<file path="config.mk">
export PLATFORM = sky130hd
export DESIGN_NAME = pe_conf_tx_flat
export DESIGN_NICKNAME = d
export VERILOG_FILES = /design/src/rtl/pe_conf_tx_if.sv /design/src/rtl/pe_conf_tx.sv /design/src/flat_wrapper.sv
export SDC_FILE = /design/constraint.sdc
export NUM_CORES = 1
export LEC_CHECK = 0
export CORE_MARGIN = 2
export CORE_UTILIZATION = 50
export DETAILED_ROUTE_END_ITERATION = 7
export PLACE_DENSITY_LB_ADDON = 0.25
export SLEW_MARGIN = 20
export SYNTH_ARGS = -nofsm -noshare
export SYNTH_HDL_FRONTEND = slang
export SYNTH_SLANG_ARGS = --single-unit
</file>
<file path="constraint.sdc">
create_clock -name clk -period 3.15 [get_ports clk]
set_input_delay 0.315 -clock clk [delete_from_list [all_inputs] [get_ports clk]]
set_output_delay 0.315 -clock clk [all_outputs]
set_load 0.01 [all_outputs]
</file>
<file path="src/rtl/pe_conf_tx_if.sv">
// Bundles the tile-controller and PE-facing signals of pe_conf_tx.
// slave: the transmitter's view. master: the environment's view.
interface pe_conf_tx_if #(
  parameter int unsigned PCONFDWD = 6,
  parameter int unsigned CONFW    = 73
) ();

  // Tile controller side
  logic [CONFW-1:0]    conf_i;
  logic                conf_valid_i;
  logic                conf_ready_o;

  // PE config port
  logic [PCONFDWD-1:0] pconf_data_o;
  logic                pconf_valid_o;
  logic                pconf_ready_i;

  // Run control
  logic                dval_i;
  logic                stall_i;
  logic [3:0]          inst_o;    // {start, stall, reset, dval}
  logic [1:0]          status_i;  // {lastPix, confEnd}
  logic                busy_o;
  logic                done_o;

  modport slave (
    input  conf_i, conf_valid_i, pconf_ready_i, dval_i, stall_i, status_i,
    output conf_ready_o, pconf_data_o, pconf_valid_o, inst_o, busy_o, done_o
  );

  modport master (
    output conf_i, conf_valid_i, pconf_ready_i, dval_i, stall_i, status_i,
    input  conf_ready_o, pconf_data_o, pconf_valid_o, inst_o, busy_o, done_o
  );

endinterface

</file>
<file path="src/rtl/pe_conf_tx.sv">
// PE configuration transmitter: serializes one packed PE configuration
// LSB-first onto the narrow PE config port, then sequences the PE through
// reset, start and run, ending the run on DFStatus.confEnd.
// Optional macro PECONF_PARITY_EN appends one column-parity beat (XOR of all
// data beats) after the data beats.
// All outputs are registered; next values are computed in the FSM process.
module pe_conf_tx #(
  parameter int unsigned PCONFDWD = 6,
  parameter int unsigned CONFW    = 73
) (
  input logic          clk,
  input logic          rst,
  pe_conf_tx_if.slave  bus
);

  localparam int unsigned NBEAT = (CONFW + PCONFDWD - 1) / PCONFDWD;
  localparam int unsigned PADW  = NBEAT * PCONFDWD;
`ifdef PECONF_PARITY_EN
  localparam int unsigned NXFER = NBEAT + 1;
`else
  localparam int unsigned NXFER = NBEAT;
`endif
  localparam int unsigned CNTW  = (NXFER > 1) ? $clog2(NXFER) : 1;

  // Inst / DFStatus bit positions
  localparam int unsigned INST_DVAL   = 0;
  localparam int unsigned INST_RESET  = 1;
  localparam int unsigned INST_STALL  = 2;
  localparam int unsigned INST_START  = 3;
  localparam int unsigned ST_CONF_END = 0;

  localparam logic [CNTW-1:0] LAST_BEAT = CNTW'(NXFER - 1);

  typedef enum logic [2:0] {
    IDLE   = 3'd0,
    SEND   = 3'd1,
    PRST   = 3'd2,
    PSTART = 3'd3,
    RUN    = 3'd4
  } state_t;

  state_t              state, state_d;
  logic [CNTW-1:0]     cnt, cnt_d;
  logic [CONFW-1:0]    shadow, shadow_d;
  logic                pconf_valid, pconf_valid_d;
  logic [PCONFDWD-1:0] pconf_data, pconf_data_d;
  logic [3:0]          inst, inst_d;
  logic                done, done_d;
  logic                busy, busy_d;
  logic                conf_ready, conf_ready_d;

  // lastPix is reserved and intentionally not consumed
  logic unused_last_pix;
  assign unused_last_pix = bus.status_i[1];

  // Data beat idx of a zero-padded configuration
  function automatic logic [PCONFDWD-1:0] data_beat(input logic [PADW-1:0] pad,
                                                    input logic [CNTW-1:0] idx);
    logic [PADW-1:0] sh;
    sh = pad >> (32'(idx) * PCONFDWD);
    return sh[PCONFDWD-1:0];
  endfunction

`ifdef PECONF_PARITY_EN
  // Column parity: XOR of all data beats
  function automatic logic [PCONFDWD-1:0] parity_beat(input logic [PADW-1:0] pad);
    logic [PADW-1:0]     sh;
    logic [PCONFDWD-1:0] p;
    p = '0;
    for (int unsigned b = 0; b < NBEAT; b++) begin
      sh = pad >> (b * PCONFDWD);
      p  = p ^ sh[PCONFDWD-1:0];
    end
    return p;
  endfunction
`endif

  // Any transfer beat, including the parity beat when enabled
  function automatic logic [PCONFDWD-1:0] xfer_beat(input logic [PADW-1:0] pad,
                                                    input logic [CNTW-1:0] idx);
`ifdef PECONF_PARITY_EN
    if (idx == CNTW'(NBEAT)) begin
      return parity_beat(pad);
    end
`endif
    return data_beat(pad, idx);
  endfunction

  // State and registered outputs
  always_ff @(posedge clk) begin
    if (rst) begin
      state       <= IDLE;
      cnt         <= '0;
      shadow      <= '0;
      pconf_valid <= 1'b0;
      pconf_data  <= '0;
      inst        <= '0;
      done        <= 1'b0;
      busy        <= 1'b0;
      conf_ready  <= 1'b1;
    end else begin
      state       <= state_d;
      cnt         <= cnt_d;
      shadow      <= shadow_d;
      pconf_valid <= pconf_valid_d;
      pconf_data  <= pconf_data_d;
      inst        <= inst_d;
      done        <= done_d;
      busy        <= busy_d;
      conf_ready  <= conf_ready_d;
    end
  end

  // Next state, counter, shadow and next output values
  always_comb begin
    state_d       = state;
    cnt_d         = cnt;
    shadow_d      = shadow;
    pconf_valid_d = pconf_valid;
    pconf_data_d  = pconf_data;
    inst_d        = '0;
    done_d        = 1'b0;
    conf_ready_d  = 1'b0;

    case (state)
      IDLE: begin
        conf_ready_d  = 1'b1;
        pconf_valid_d = 1'b0;
        pconf_data_d  = '0;
        if (bus.conf_valid_i && conf_ready) begin
          state_d       = SEND;
          cnt_d         = '0;
          shadow_d      = bus.conf_i;
          pconf_valid_d = 1'b1;
          pconf_data_d  = xfer_beat(PADW'(bus.conf_i), '0);
          conf_ready_d  = 1'b0;
        end
      end

      SEND: begin
        // Data and valid hold until the PE takes the beat
        if (pconf_valid && bus.pconf_ready_i) begin
          if (cnt == LAST_BEAT) begin
            state_d            = PRST;
            pconf_valid_d      = 1'b0;
            pconf_data_d       = '0;
            inst_d[INST_RESET] = 1'b1;
          end else begin
            cnt_d        = cnt + CNTW'(1);
            pconf_data_d = xfer_beat(PADW'(shadow), cnt + CNTW'(1));
          end
        end
      end

      PRST: begin
        state_d            = PSTART;
        inst_d[INST_START] = 1'b1;
      end

      PSTART: begin
        state_d = RUN;
      end

      RUN: begin
        // confEnd takes priority over a concurrent stall
        if (bus.status_i[ST_CONF_END]) begin
          state_d      = IDLE;
          done_d       = 1'b1;
          conf_ready_d = 1'b1;
        end else begin
          inst_d[INST_STALL] = bus.stall_i;
          inst_d[INST_DVAL]  = bus.dval_i & ~bus.stall_i;
        end
      end

      default: begin
        state_d       = IDLE;
        pconf_valid_d = 1'b0;
        pconf_data_d  = '0;
        conf_ready_d  = 1'b1;
      end
    endcase

    busy_d = (state_d != IDLE);
  end

  assign bus.conf_ready_o  = conf_ready;
  assign bus.pconf_valid_o = pconf_valid;
  assign bus.pconf_data_o  = pconf_data;
  assign bus.inst_o        = inst;
  assign bus.busy_o        = busy;
  assign bus.done_o        = done;

endmodule

</file>
<file path="src/flat_wrapper.sv">
// flat-port wrapper written by rule: the top's interface ports become plain ports
module pe_conf_tx_flat 
#(
  parameter int unsigned PCONFDWD = 6,
  parameter int unsigned CONFW    = 73
)
  (clk, rst, bus_conf_i, bus_conf_valid_i, bus_pconf_ready_i, bus_dval_i, bus_stall_i, bus_status_i, bus_conf_ready_o, bus_pconf_data_o, bus_pconf_valid_o, bus_inst_o, bus_busy_o, bus_done_o);
  pe_conf_tx_if #(.PCONFDWD(PCONFDWD), .CONFW(CONFW)) bus_i ();
  input logic clk;
  input logic rst;
  input wire logic [$bits(bus_i.conf_i)-1:0] bus_conf_i;
  input wire logic [$bits(bus_i.conf_valid_i)-1:0] bus_conf_valid_i;
  input wire logic [$bits(bus_i.pconf_ready_i)-1:0] bus_pconf_ready_i;
  input wire logic [$bits(bus_i.dval_i)-1:0] bus_dval_i;
  input wire logic [$bits(bus_i.stall_i)-1:0] bus_stall_i;
  input wire logic [$bits(bus_i.status_i)-1:0] bus_status_i;
  output wire logic [$bits(bus_i.conf_ready_o)-1:0] bus_conf_ready_o;
  output wire logic [$bits(bus_i.pconf_data_o)-1:0] bus_pconf_data_o;
  output wire logic [$bits(bus_i.pconf_valid_o)-1:0] bus_pconf_valid_o;
  output wire logic [$bits(bus_i.inst_o)-1:0] bus_inst_o;
  output wire logic [$bits(bus_i.busy_o)-1:0] bus_busy_o;
  output wire logic [$bits(bus_i.done_o)-1:0] bus_done_o;
  assign bus_i.conf_i = bus_conf_i;
  assign bus_i.conf_valid_i = bus_conf_valid_i;
  assign bus_i.pconf_ready_i = bus_pconf_ready_i;
  assign bus_i.dval_i = bus_dval_i;
  assign bus_i.stall_i = bus_stall_i;
  assign bus_i.status_i = bus_status_i;
  assign bus_conf_ready_o = bus_i.conf_ready_o;
  assign bus_pconf_data_o = bus_i.pconf_data_o;
  assign bus_pconf_valid_o = bus_i.pconf_valid_o;
  assign bus_inst_o = bus_i.inst_o;
  assign bus_busy_o = bus_i.busy_o;
  assign bus_done_o = bus_i.done_o;
  pe_conf_tx #(.PCONFDWD(PCONFDWD), .CONFW(CONFW)) u_core (.clk(clk), .rst(rst), .bus(bus_i));
endmodule
</file>
## After elaboration in Yosys (flattened, before gate mapping)

Index checks and enable logic that the tools add are counted.

| storage, ports and cells | value |
|---|---|
| register bits | 94 |
| latch bits | 0 |
| bits in writable memories | 0 |
| bits in read-only memories | 0 |
| bits of input ports | 81 |
| output and inout port bits | 14 |
| memories | 0 |

| operators by class | value |
|---|---|
| add/sub/neg operators | 1 |
| multiply operators | 1 |
| divide/modulo/power cells | 0 |
| magnitude comparators | 0 |
| eq/ne operators | 9 |
| shift operators | 1 |
| mux-type cells | 22 |
| bitwise gates (word level) | 6 |
| reduce and logical (&&, ||, !) cells | 14 |

Operators with widths:

| operator | count |
|---|---|
| 73-bit by 7-bit right shift with 6-bit output | 1 |
| 6-bit two-way mux | 3 |
| 6-bit one-hot mux with 3 select lines | 1 |
| 3-bit one-hot mux with 5 select lines | 1 |
| 3-bit two-way mux | 4 |
| 4-bit two-way mux | 3 |
| 3-bit OR reduction | 4 |
| 4-bit one-hot mux with 2 select lines | 1 |
| 1-bit two-way mux | 7 |
| 3-bit by 2-bit equality test with 1-bit output, second input constant | 2 |
| 4-bit by 2-bit multiplier with 6-bit output, second input constant | 1 |
| 2-bit by 1-bit != test with 1-bit output, second input constant | 3 |
| 1-bit one-hot mux with 3 select lines | 2 |
| 1-bit NOT | 5 |
| 4-bit by 1-bit adder with 4-bit output, second input constant | 1 |
| 4-bit equality test, second input constant | 1 |
| 2-bit AND reduction | 2 |
| 4-bit AND reduction | 1 |
| 3-bit by 1-bit equality test with 1-bit output, second input constant | 1 |
| 3-bit equality test, second input constant | 1 |
| 3-bit zero test | 1 |
| 3-bit AND reduction | 1 |
| 3-bit nonzero test | 1 |
| 1-bit logical AND | 2 |
| other kinds (4) | 4 |

## Logic depth before layout (Yosys ltp)

Gate-level depths: netlist (run 1).

| logic depth | value |
|---|---|
| depth after elaboration | 6 |
| depth in mapped cells | 11 |
| gate-level depth less buffers | 7 |

## Worst setup path before layout (run 1)

OpenSTA, ideal clock, no wires.

| path | value |
|---|---|
| path type | reg2reg |
| start point | register u_core.cnt[0] |
| end point | register u_core.pconf_data[1], in the netlist u_core.bus.pconf_data_o[1] |
| arrival | 2390 ps |
| slack | 626 ps |
| cell stages (with the launch flop) | 10 |
| clock period less this slack | 2524 ps |
| path through | dfxtp_1 > buf_2 > buf_1 > inv_1 > ha_1 > buf_4 > buf_6 > mux4_2 > a222oi_1 > a211oi_1 |

| on the way | value |
|---|---|
| word-level cells in the longest chain between the ends | 6 |
| elaborated cells on any way between the ends | 7 |

Ends and longest elaborated chain:

| element | RTL line | RTL |
|---|---|---|
| start: declaration | pe_conf_tx.sv:43 | `logic [CNTW-1:0] cnt, cnt_d;` |
| start signal: assignment | pe_conf_tx.sv:103 | `cnt <= cnt_d;` |
| 4-bit by 1-bit adder with 4-bit output | pe_conf_tx.sv:150 | `pconf_data_d = xfer_beat(PADW'(shadow), cnt + CNTW'(1));` |
| 4-bit by 2-bit multiplier with 6-bit output | pe_conf_tx.sv:60 | `sh = pad >> (32'(idx) * PCONFDWD);` |
| 73-bit by 7-bit right shift with 6-bit output | pe_conf_tx.sv:60 |  |
| 6-bit two-way mux * | pe_conf_tx.sv:143 | `if (cnt == LAST_BEAT) begin` |
| 6-bit two-way mux * | pe_conf_tx.sv:142 | `if (pconf_valid && bus.pconf_ready_i) begin` |
| 6-bit one-hot mux with 3 select lines * | pe_conf_tx.sv:125 | `case (state)` |
| end signal: assignment | pe_conf_tx.sv:106 | `pconf_data <= pconf_data_d;` |
| end: declaration | pe_conf_tx.sv:46 | `logic [PCONFDWD-1:0] pconf_data, pconf_data_d;` |

Mark *: on every way between the ends. The rest lies on a longest branch, timed or not. The select of a mux whose other input is x is not followed.
A chain may end at the register's enable or synchronous reset.

## Final worst setup path (run 1)

| path | value |
|---|---|
| start point | register u_core.cnt[1] |
| end point | register u_core.pconf_data[3], in the netlist u_core.bus.pconf_data_o[3] |

The elaborated chain is that of the path after synthesis.

==> results of run 1 <==
[registers in the layout, summed over array words and instances (netlist names)]
register	cells
u_core.shadow	73
u_core.bus.pconf_valid_o	1
u_core.bus.inst_o	4
u_core.state	3
u_core.bus.pconf_data_o	6
u_core.bus.done_o	1
u_core.bus.conf_ready_o	1
u_core.bus.busy_o	1
u_core.cnt	4
[worst max-delay path, cell delays in order, from the launching register on]
cell and delay, ns:
dfxtp_1 0.44, inv_1 0.07, ha_1 0.54, buf_4 0.23
mux4_2 0.52, mux2i_1 0.15, nor2_1 0.05, o31a_1 0.29
[area by class of cell]
| class | instances | area, um^2 | share of cell area [%] |
|---|---|---|---|
| Clock buffer | 13 | 149 | 2.81 |
| Tap cell | 105 | 131 | 2.48 |
| Clock inverter | 3 | 67.6 | 1.28 |
| Multi-Input combinational cell | 352 | 2030 | 38.4 |
| Sequential cell | 94 | 1880 | 35.5 |
| Timing Repair Buffer | 102 | 1020 | 19.2 |
| Inverter | 4 | 15.0 | 0.283 |
[cell families (layout without fill, tap and decap cells)]
family	after synthesis	after routing	synth area share, %
AND/OR/NAND/NOR	210	210	22.0
AO/OA/AOI/OAI	111	111	15.7
flip-flops	94	94	45.8
buffers and inverters	41	122	4.72
multiplexers	25	25	10.1
XOR/XNOR	4	4	1.04
adder cells (fa/ha/maj)	2	2	0.609
[through the flow]
stage | cell area [um^2] | worst slack (ns)
after floorplan | 4110 | 0.626
after global placement | 5080 | 0.771
after detailed placement | 5080 | 0.723
after CTS | 5300 | 0.695
after global routing | 5300 | 0.552
final | 5300 | 0.728
[synth_stat cells, drive strengths merged]
library cell | n | area share (%)
nand2 | 160 | 15
dfxtp | 94 | 46
a21oi | 84 | 10
buf | 19 | 2.7
clkbuf | 18 | 1.6
mux4 | 13 | 7.1
mux2i | 11 | 2.7
nand3 | 10 | 1.3
nor2 | 10 | 0.97
nor2b | 6 | 0.91
nor3 | 5 | 0.61
inv | 4 | 0.37
nand4 | 4 | 0.61
o21ai | 4 | 0.49
a2111oi | 3 | 0.79
a211oi | 3 | 0.55
and3 | 3 | 0.46
o31a | 3 | 0.64
xnor2 | 3 | 0.82
a222oi | 2 | 0.49
a2bb2oi | 2 | 0.43
a311oi | 2 | 0.43
and2 | 2 | 0.30
ha | 2 | 0.61
nor3b | 2 | 0.37
a21bo | 1 | 0.24
a22oi | 1 | 0.18
a31oi | 1 | 0.15
and3b | 1 | 0.21
and4 | 1 | 0.21
mux2 | 1 | 0.27
nand3b | 1 | 0.18
nor4 | 1 | 0.52
o211ai | 1 | 0.30
o22a | 1 | 0.21
o22ai | 1 | 0.15
o311ai | 1 | 0.21
o41ai | 1 | 0.21
or2 | 1 | 0.15
or2b | 1 | 0.18
or3 | 1 | 0.15
or3b | 1 | 0.21
xor2 | 1 | 0.21
[layer usage]
layer	vias up	global-route usage [%]	share of wire [%]
li1	1822	-	-
met1	1691	30.6	45
met2	109	37.8	48
met3	14	4.71	5.3
met4	0	7.25	1.7
met5	-	0	0
[worst paths after layout]
| kind | startpoint | endpoint |
|---|---|---|
| worst min-delay path | u_core.shadow[57] | u_core.shadow[57] |
| worst max-delay path | u_core.cnt[1] | u_core.bus.pconf_data_o[3] |
| worst max register to register | u_core.cnt[1] | u_core.bus.pconf_data_o[3] |
| worst min register to register | u_core.shadow[57] | u_core.shadow[57] |
[power by group through the flow]
stage	combinational [mW]	sequential, mW	clock, mW
2_1_floorplan	0.270	1.34	0
3_3_place_gp	0.438	1.34	0
3_5_place_dp	0.447	1.35	0
4_1_cts	0.450	1.32	0.884
5_1_grt	0.495	1.33	0.941
6_report	0.446	1.32	0.877
[cells in the final DEF, fill, tap and decap left out, types with 3 or more instances in the layout]
cell / instances
dfxtp_1: 94
nor3_1: 5
a21oi_1: 84
mux4_2: 13
nand2_1: 159
mux2i_1: 11
clkbuf_8: 10
nor2b_1: 6
nor2_1: 9
buf_4: 7
nand4_1: 4
o31a_1: 3
o21ai_0: 4
and3_1: 3
nand3_1: 9
clkbuf_1: 3
inv_1: 4
clkdlybuf4s50_1: 92
a211oi_1: 3
==> metrics.md, run 1 <==
| Metric | Value |
|---|---|
| Outcome | completed |
| Resized Gates After CTS | 0 |
| Pwr/cell area | approximately 500 nW/um^2 |
| Initial drt markers | approximately 250 |
| Vias | ~3600 |
| CTS tree | yes |
| Number of global-route vias before repair | roughly 3300 |
| Final Setup Violations | 0 |
| Syn_area_per_cell | ~8.4 um^2 |
| Hold WS | roughly 0.46 ns |
| Number of routed nets with antenna violations | 0 |
| # placed instances | between 600 and 700 |
| Setup Buffers After CTS | 0 |
| Post-route core utilization | between 60% and 70% |
| Min Tclk post-route | roughly 2.4 ns |
| Post-synthesis cell count | about 490 |
| Yosys reg bits | 94 |
| GR Overflow Total | 0 |
| Initial Util | 50.8% |
| Switch share | 25.6% |
| Post-Route WL | just under 10000 um |
| Maximum vdd drop | 0.232 mV |
| Max Fclk | 413 MHz |
| Width of the die | 94.6 um |
| Yosys cell types | 50 |
| Register area share after synthesis | a little under half |
| Pleak | ~1.9 nW |
| # diodes | 0 |
| Tot Pwr | roughly 2.6 mW |
| Worst Max-Slew Pin Slew | 0.677 ns |
| Clock sinks | 94 |
| Port Buffer Count | between 90 and 100 |
| Comb power frac | between 10% and 20% |
| Chip height | about 95 um |
| DRC | 0 |
| Unrepaired setup endpoints after global routing | no |
| CP arrival | approximately 2.7 ns |
| Wire per inst | 14.5 um |
| Hold path depth | 2 |
| Final std cells w/o fill | just under 700 |
| Area grow syn2layout | 29.0% |
| Cell Rows | 33 |
| Worst Path Max Fanout | 7 |
| CTS max path bufs | 2 |
| Worst-path clk slew | roughly 0.090 ns |
| Final Hold Fails | 0 |
| Rel. slew slack | 54.7% |
| Routability Congestion | 0.884 |
| Final Max Slew Viols | 0 |
| CP endpoint kind | flip-flop |
| Layout cells sized above 1 | around 8.1% |
| Final nets | about 650 |
| P_int | about 2 mW |
| Max-Cap Viols | 0 |
| Worst-Skew Late Latency | 0.37 ns |
| Reg power frac | between 50% and 60% |
| Clk root buf | clkbuf_8 |
| Worst setup SP type | flip-flop |
| Vias/cell | roughly 5.4 |
| Clock Skews | around 0.014 ns |
| # hold bufs at CTS | 0 |
| Final Cycle Share | 76.9% |
| Detailed Place HPWL | between 6000 and 7000 um |
| Fin Setup TNS | 0 ns |
| WP data required | between 3 and 4 ns |
| TritonCTS buffer count | 9 |
| Largest net degree at the start of global routing | between 50 and 60 |
| TritonRoute pass-1 iters | 5 |
| # H-tree levels | 3 |
| Setup CP Type | reg -> reg |
| Synth Net Count | 570 |
| Ys Warns | 0 |
| Netlist Area Pre-Place | a little over 4000 um^2 |
| Sw Pwr | 678 uW |
| Io pins | 95 |
| Flop2flop setup slack | 0.73 ns |
| Fill cells | approximately 720 |
| HP Class | reg -> reg |
| Global-route wire length before repair | ~16000 um |
| Initial antenna violation count | 0 |
| Core area | 8090 um^2 |
| Total global routing track utilization | 23.0% |
| R2R cell count | 7 |
| Die ar. | around 9000 um^2 |
| Clk pwr share | about a third |
(Power assumes the default switching activity.)
==> inputs of run 2 (changes only) <==
clock period = 2.4 ns   (was 3.15 ns; I/O delays follow)
==> run 2 against run 1 <==
Register-to-register slack lost 0.63 ns. First-iteration DRC count is 13% higher. Utilization decreased by 0.062 points. Non-clock buffer count is 4 higher. Largest cell class unchanged. Largest power group unchanged.
==> metrics.md, run 2 (synthesis gave the netlist of run 1 again) <==
| Metric | Value |
|---|---|
| Outcome | completed |
| Reg-to-reg endpoint | u_core.bus.pconf_data_o[0] |
| CTS max path bufs | 2 (unchanged) |
| TritonCTS buffer count | 9 (unchanged) |
| Resized Gates After CTS | 0 (unchanged) |
| Largest net degree at the start of global routing | 49 (-7.5%) |
| CTS tree | yes |
| Met3 Use GR | 4.47% (-0.24 points) |
| TritonRoute pass-1 iters | 6 (+1) |
| Worst Path Max Fanout | 9 (+2) |
| Final Max Slew Viols | 0 (unchanged) |
| # placed instances | 661 (+0.61%) |
| Hold WS | 0.139 ns (-0.319 ns) |
| Setup Buffers After CTS | 0 (unchanged) |
| Routability Congestion | 0.883 (-0.16%) |
| Clock sinks | 94 (unchanged) |
| Number of routed nets with antenna violations | 0 (unchanged) |
| Most flop-heavy register | u_core.shadow |
| Reg area | 1880 um^2 (unchanged) |
| Worst Max-Slew Pin Slew | 0.566 ns (-0.111 ns) |
| WP data required | 2.61 ns (-0.79 ns) |
| # H-tree levels | 3 (unchanged) |
| Top Usage Layer GRT | met2 |
| Worst-path clk slew | 0.09 ns (about the same) |
| WHS Endpoint | u_core.bus.inst_o[3] |
| Commonest non-fill, non-tap cells in the layout | nand2_1 (159), dfxtp_1 (94), clkdlybuf4s50_1 (92) |
| Total global routing track utilization | 22.7% (-0.32 points) |
| Final Setup Violations | 0 (unchanged) |
| CP startpoint | u_core.cnt[0] |
| Most common cell after layout, fill and taps aside | nand2_1 |
| Flop2flop setup slack | 0.10 ns (-0.63 ns) |
| Tot Pwr | 3.39 mW (+28%) |
| Multi-input gate area | 2030 um^2 (unchanged) |
| CP arrival | 2.51 ns (-0.16 ns) |
| R2R cell count | 6 (-1) |
| HP Class | in -> reg |
| Fill cells | 724 (unchanged) |
| Final nets | 650 (+0.62%) |
| Layout cells sized above 1 | 9.27% (+1.2 points) |
| Hold path depth | 2 (unchanged) |
| Cell Rows | 33 (unchanged) |
| Final std cells w/o fill | 677 (+0.59%) |
| Width of the die | 94.6 um (unchanged) |
| Final Hold Fails | 0 (unchanged) |
| Area grow syn2layout | 28.8% (about the same) |
| Vias/cell | 5.45 (+0.83%) |
| DRC | 0 (unchanged) |
| Die ar. | 8960 um^2 (unchanged) |
| Setup CP Type | reg -> reg |
| Number of global-route vias before repair | 3419 (+2.4%) |
| Met1 Usage GRT | 30.2% (-0.39 points) |
| Vias | 3688 (+1.4%) |
| Pleak | 1.89 nW (+0.54%) |
| Port Buffer Count | 93 (unchanged) |
| # hold bufs at CTS | 0 (unchanged) |
| CP endpoint kind | flip-flop |
| Worst hold path startpoint | rst |
| Final Cycle Share | 95.8% (+19 points) |
| # diodes | 0 (unchanged) |
| Worst setup SP type | flip-flop |
| Reg2Reg Launch Point | u_core.cnt[0] |
| Initial Util | 50.8% (unchanged) |
| Maximum vdd drop | 0.357 mV (+54%) |
| Post-route core utilization | 65.4% (about the same) |
| Worst-Skew Late Latency | 0.35 ns (-0.02 ns) |
| Pwr/cell area | 641 nW/um^2 (+28%) |
| Min Tclk post-route | 2.30 ns (-0.124 ns) |
| M2 GR Usage | 38.0% (+0.24 points) |
| Initial drt markers | 279 (+13%) |
| Rel. slew slack | 61.3% (+6.6 points) |
| Unrepaired setup endpoints after global routing | no |
| Max reg flops | 73 (unchanged) |
| Detailed Place HPWL | 7060 um (+2.8%) |
| Chip height | 94.6 um (unchanged) |
| GR Overflow Total | 0 (unchanged) |
| Wire per inst | 14.5 um (+0.55%) |
| Clock Skews | 0.00806 ns (-0.00586 ns) |
| Fin Setup TNS | 0 ns (unchanged) |
| Max-Cap Viols | 0 (unchanged) |
| Post-Route WL | 9840 um (+1.2%) |
| Clk root buf | clkbuf_8 |
| Core area | 8090 um^2 (unchanged) |
| Global-route wire length before repair | 16000 um (+0.17%) |
| Max Fclk | 435 MHz (+5.4%) |
| Io pins | 95 (unchanged) |
| Initial antenna violation count | 0 (unchanged) |
[run 2: changes by cell type in the layout (fill, tap and decap cells not counted)]
cell / change
buf_12: -2
buf_4: +6
bufinv_16: -1
clkbuf_1: -3
clkinv_2: +1
clkinv_4: +2
inv_6: +1
[run 2: final cells by class]
type	instances	share of cell area [%]
inverters	4	0.284
clock buffers	10	2.60
flip-flops and latches	94	35.6
clock inverters	6	1.30
multi-input cells	352	38.4
repair buffers	106	19.3
well taps	105	2.48
[run 2: per-layer routing]
layer	share of wire [%]	vias to the layer above
li1	-	1830
met1	44	1721
met2	49	123
met3	6.1	14
met4	1.4	0
met5	0	-
[run 2: power breakdown]
group | total, mW | switching (mW) | internal [mW]
clock network | 1.07 | 0.555 | 0.516
registers | 1.73 | 0.0637 | 1.67
logic | 0.587 | 0.297 | 0.290
total | 3.39 | 0.916 | 2.48
[run 2: metrics by stage]
step                      setup WS, ns  instance area (um^2)
after floorplan                0.00882                  4110
after global placement           0.223                  5090
after detailed placement         0.173                  5090
after CTS                        0.165                  5290
after global routing            0.0491                  5290
final                            0.101                  5290
[run 2: worst max-delay path by stage]
stage,endpoint,cells past startpoint
after CTS,u_core.bus.pconf_data_o[0],6
final,u_core.bus.pconf_data_o[0],6
after global placement,u_core.bus.pconf_data_o[0],6
after global routing,u_core.bus.pconf_data_o[4],7
after floorplan,u_core.bus.pconf_data_o[1],9
after detailed placement,u_core.bus.pconf_data_o[0],6
[run 2: worst max-delay path, cell delays in order (launching register included)]
cell and delay [ns]:
dfxtp_1 0.34, inv_1 0.08, ha_1 0.33, buf_4 0.23
mux4_2 0.53, o311ai_0 0.50, o22ai_1 0.15
==> variant: new RTL, config.mk and constraints of run 2 <==
Build with the macro `PECONF_PARITY_EN` defined.
--- a/src/rtl/pe_conf_tx.sv
+++ b/src/rtl/pe_conf_tx.sv
@@ -6,2 +6,4 @@
 // All outputs are registered; next values are computed in the FSM process.
+`define PECONF_PARITY_EN
+
 module pe_conf_tx #(
Behaviour: same outputs for any inputs over 10 cycles, from zero or initial values and one cycle with rst high; that may be too few to reach the edited logic, so the function may still have changed.
==> variant against run 2 <==
Total power grew 11%. Core utilization grew 0.46 points. Combinational power grew 44%. Count of clock-buffer cells in the layout is the same. Final cell count grew 13%. Synthesized area grew 17%. Sequential cell count is the same. Final area grew 16%. Routed wire length grew 25%. Setup slack gained 0.015 ns. Die area grew 16%. First-iteration DRC count shrank 35%. Highest routed layer unchanged.
==> variant: results (changes against run 2) <==
[run_status]
status = finished, final reports clean

[power]
power.internal_w = 0.00275  ; +11%
power.share.clock_pct = 30.9  ; -0.7 points
ir_drop_v = 0.000304  ; -15%
comb-power_w = 0.000848  ; +44%
power.leakage_nw = 2.14  ; +14%
switching_power_w = 0.00100  ; +9.1%

[setup_path]
cpMaxStageDelayCell = mux2_2
worstPathArrival_ns = 2.50  ; about the same
r2r_end = u_core.bus.pconf_data_o[4]
r2r_setup_slack_ns = 0.12  ; +0.02 ns
path_max_fanout = 13  ; +4
r2r_start = u_core.cnt[0]
cpPeakStageDelay_ns = 0.39  ; -0.14 ns

[drt]
drt_iter0_drc = 180  ; -35%
vias_per_cell = 5.54  ; +1.7%
firstDrtPassIters = 5  ; -1
wire_per_inst_um = 16.1  ; +11%

[synthesis]
yosys_warnings = 0  ; unchanged
synthTopCellsByArea = dfxtp_1 39%, nand2_1 13%, a21oi_1 9.2%, xnor2_1 9.1%, mux4_2 8.0%
yosysSeqAreaShare_pct = 39.3  ; -6.5 points
syn_nets = 631  ; +11%
synthDistinctLibCells = 52  ; +4.0%
synth_common_cells = 161 x nand2_1, 94 x dfxtp_1, 88 x a21oi_1, 50 x xnor2_1, 19 x clkbuf_1
synth_top_area_share_pct = 39.3  ; -6.5 points
syn_inst = 547  ; +12%

[timing]
finClkSkew_ns = 0.00906  ; +0.00100 ns
worst_slew_pin_slew_ns = 0.627  ; +0.0610 ns
fin_hold_ws_ns = 0.389  ; +0.250 ns

[place]
placed_cells = 748  ; +13%
hpwl_um = 9240  ; +31%
place.gp.congestion = 0.874  ; -1.0%
place_ws_ns = -0.00584  ; -0.179 ns
placed_area_um2 = 5880  ; +16%

[cells_and_area]
n_fill_cell = 796  ; +9.9%
final_core_util_pct = 65.9  ; +0.46 points
inv_count = 6  ; +2
layout-drive-gt1-share_pct = 10.3  ; +0.99 points
layout.comb_gates.multi_input = 411  ; +17%
nNetsFinal = 714  ; +9.8%
multiInputGateArea_um2 = 2740  ; +35%
clk_share_pct = 3.62  ; -0.28 points
regArea_um2 = 1880  ; about the same
buf_share_pct = 17.8  ; -1.5 points
layoutNonFillerInstCount = 763  ; +13%
seq_cells = 94  ; unchanged
n_all_buffers = 108  ; +1.9%

[global_route]
grt_pass1_vias = 4084  ; +19%
gr-usage-all-layers_pct = 24.8  ; +2.0 points
grt_max_degree = 75  ; +53%
grt_pass1_wl_um = 19800  ; +24%

[clock_tree]
htree_levels = 3  ; unchanged

[hold_path]
hold_end = u_core.cnt[1]

-- variant: cell types whose count changed in the layout (fill, tap and decap cells not counted), moves of 4 or more --
cell | before | now
xnor2_1 | 2 | 50
mux2_2 | 1 | 7
nor2b_1 | 6 | 1
nand3_1 | 9 | 4
a21oi_1 | 84 | 88
mux4_2 | 13 | 17
xnor3_1 | 0 | 7
mux2i_1 | 11 | 1
buf_12 | 0 | 4
-- variant: kinds of logic after synthesis --
group | after synthesis | synth area share, %
flip-flops | 94 | 39.3
multiplexers | 26 | 10.4
adder cells (fa/ha/maj) | 3 | 0.784
XOR/XNOR | 62 | 13.7
AND/OR/NAND/NOR | 203 | 17.8
AO/OA/AOI/OAI | 117 | 14.0
buffers and inverters | 42 | 3.97
-- variant: worst max-delay path by stage --
stage / depth (start not counted) / slack (ns) / end / start
finish: 6 / 0.12 / u_core.bus.pconf_data_o[4] / u_core.cnt[0]
global route: 7 / 0.03 / u_core.bus.pconf_data_o[5] / u_core.cnt[1]
CTS: 7 / 0.02 / u_core.bus.pconf_data_o[4] / u_core.cnt[1]
detailed placement: 7 / -0.006 / u_core.bus.pconf_data_o[4] / u_core.cnt[1]
global placement: 7 / 0.09 / u_core.bus.pconf_data_o[4] / u_core.cnt[1]
floorplan: 8 / 0.004 / u_core.bus.pconf_data_o[5] / u_core.cnt[0]
-- variant: what timing repair did --
item                       CTS  global route
setup endpoints to repair    2             3
pin swaps                    0             3
resized for setup            1             2
setup buffers                0             0
-- variant: per-layer routing --
layer | up-vias | track usage, % | part of all wire [%]
met5 | - | 0 | 0
met3 | 24 | 3.28 | 6.3
met2 | 160 | 42.0 | 49
met4 | 0 | 9.95 | 2.6
li1 | 2032 | - | -
met1 | 2010 | 32.2 | 43
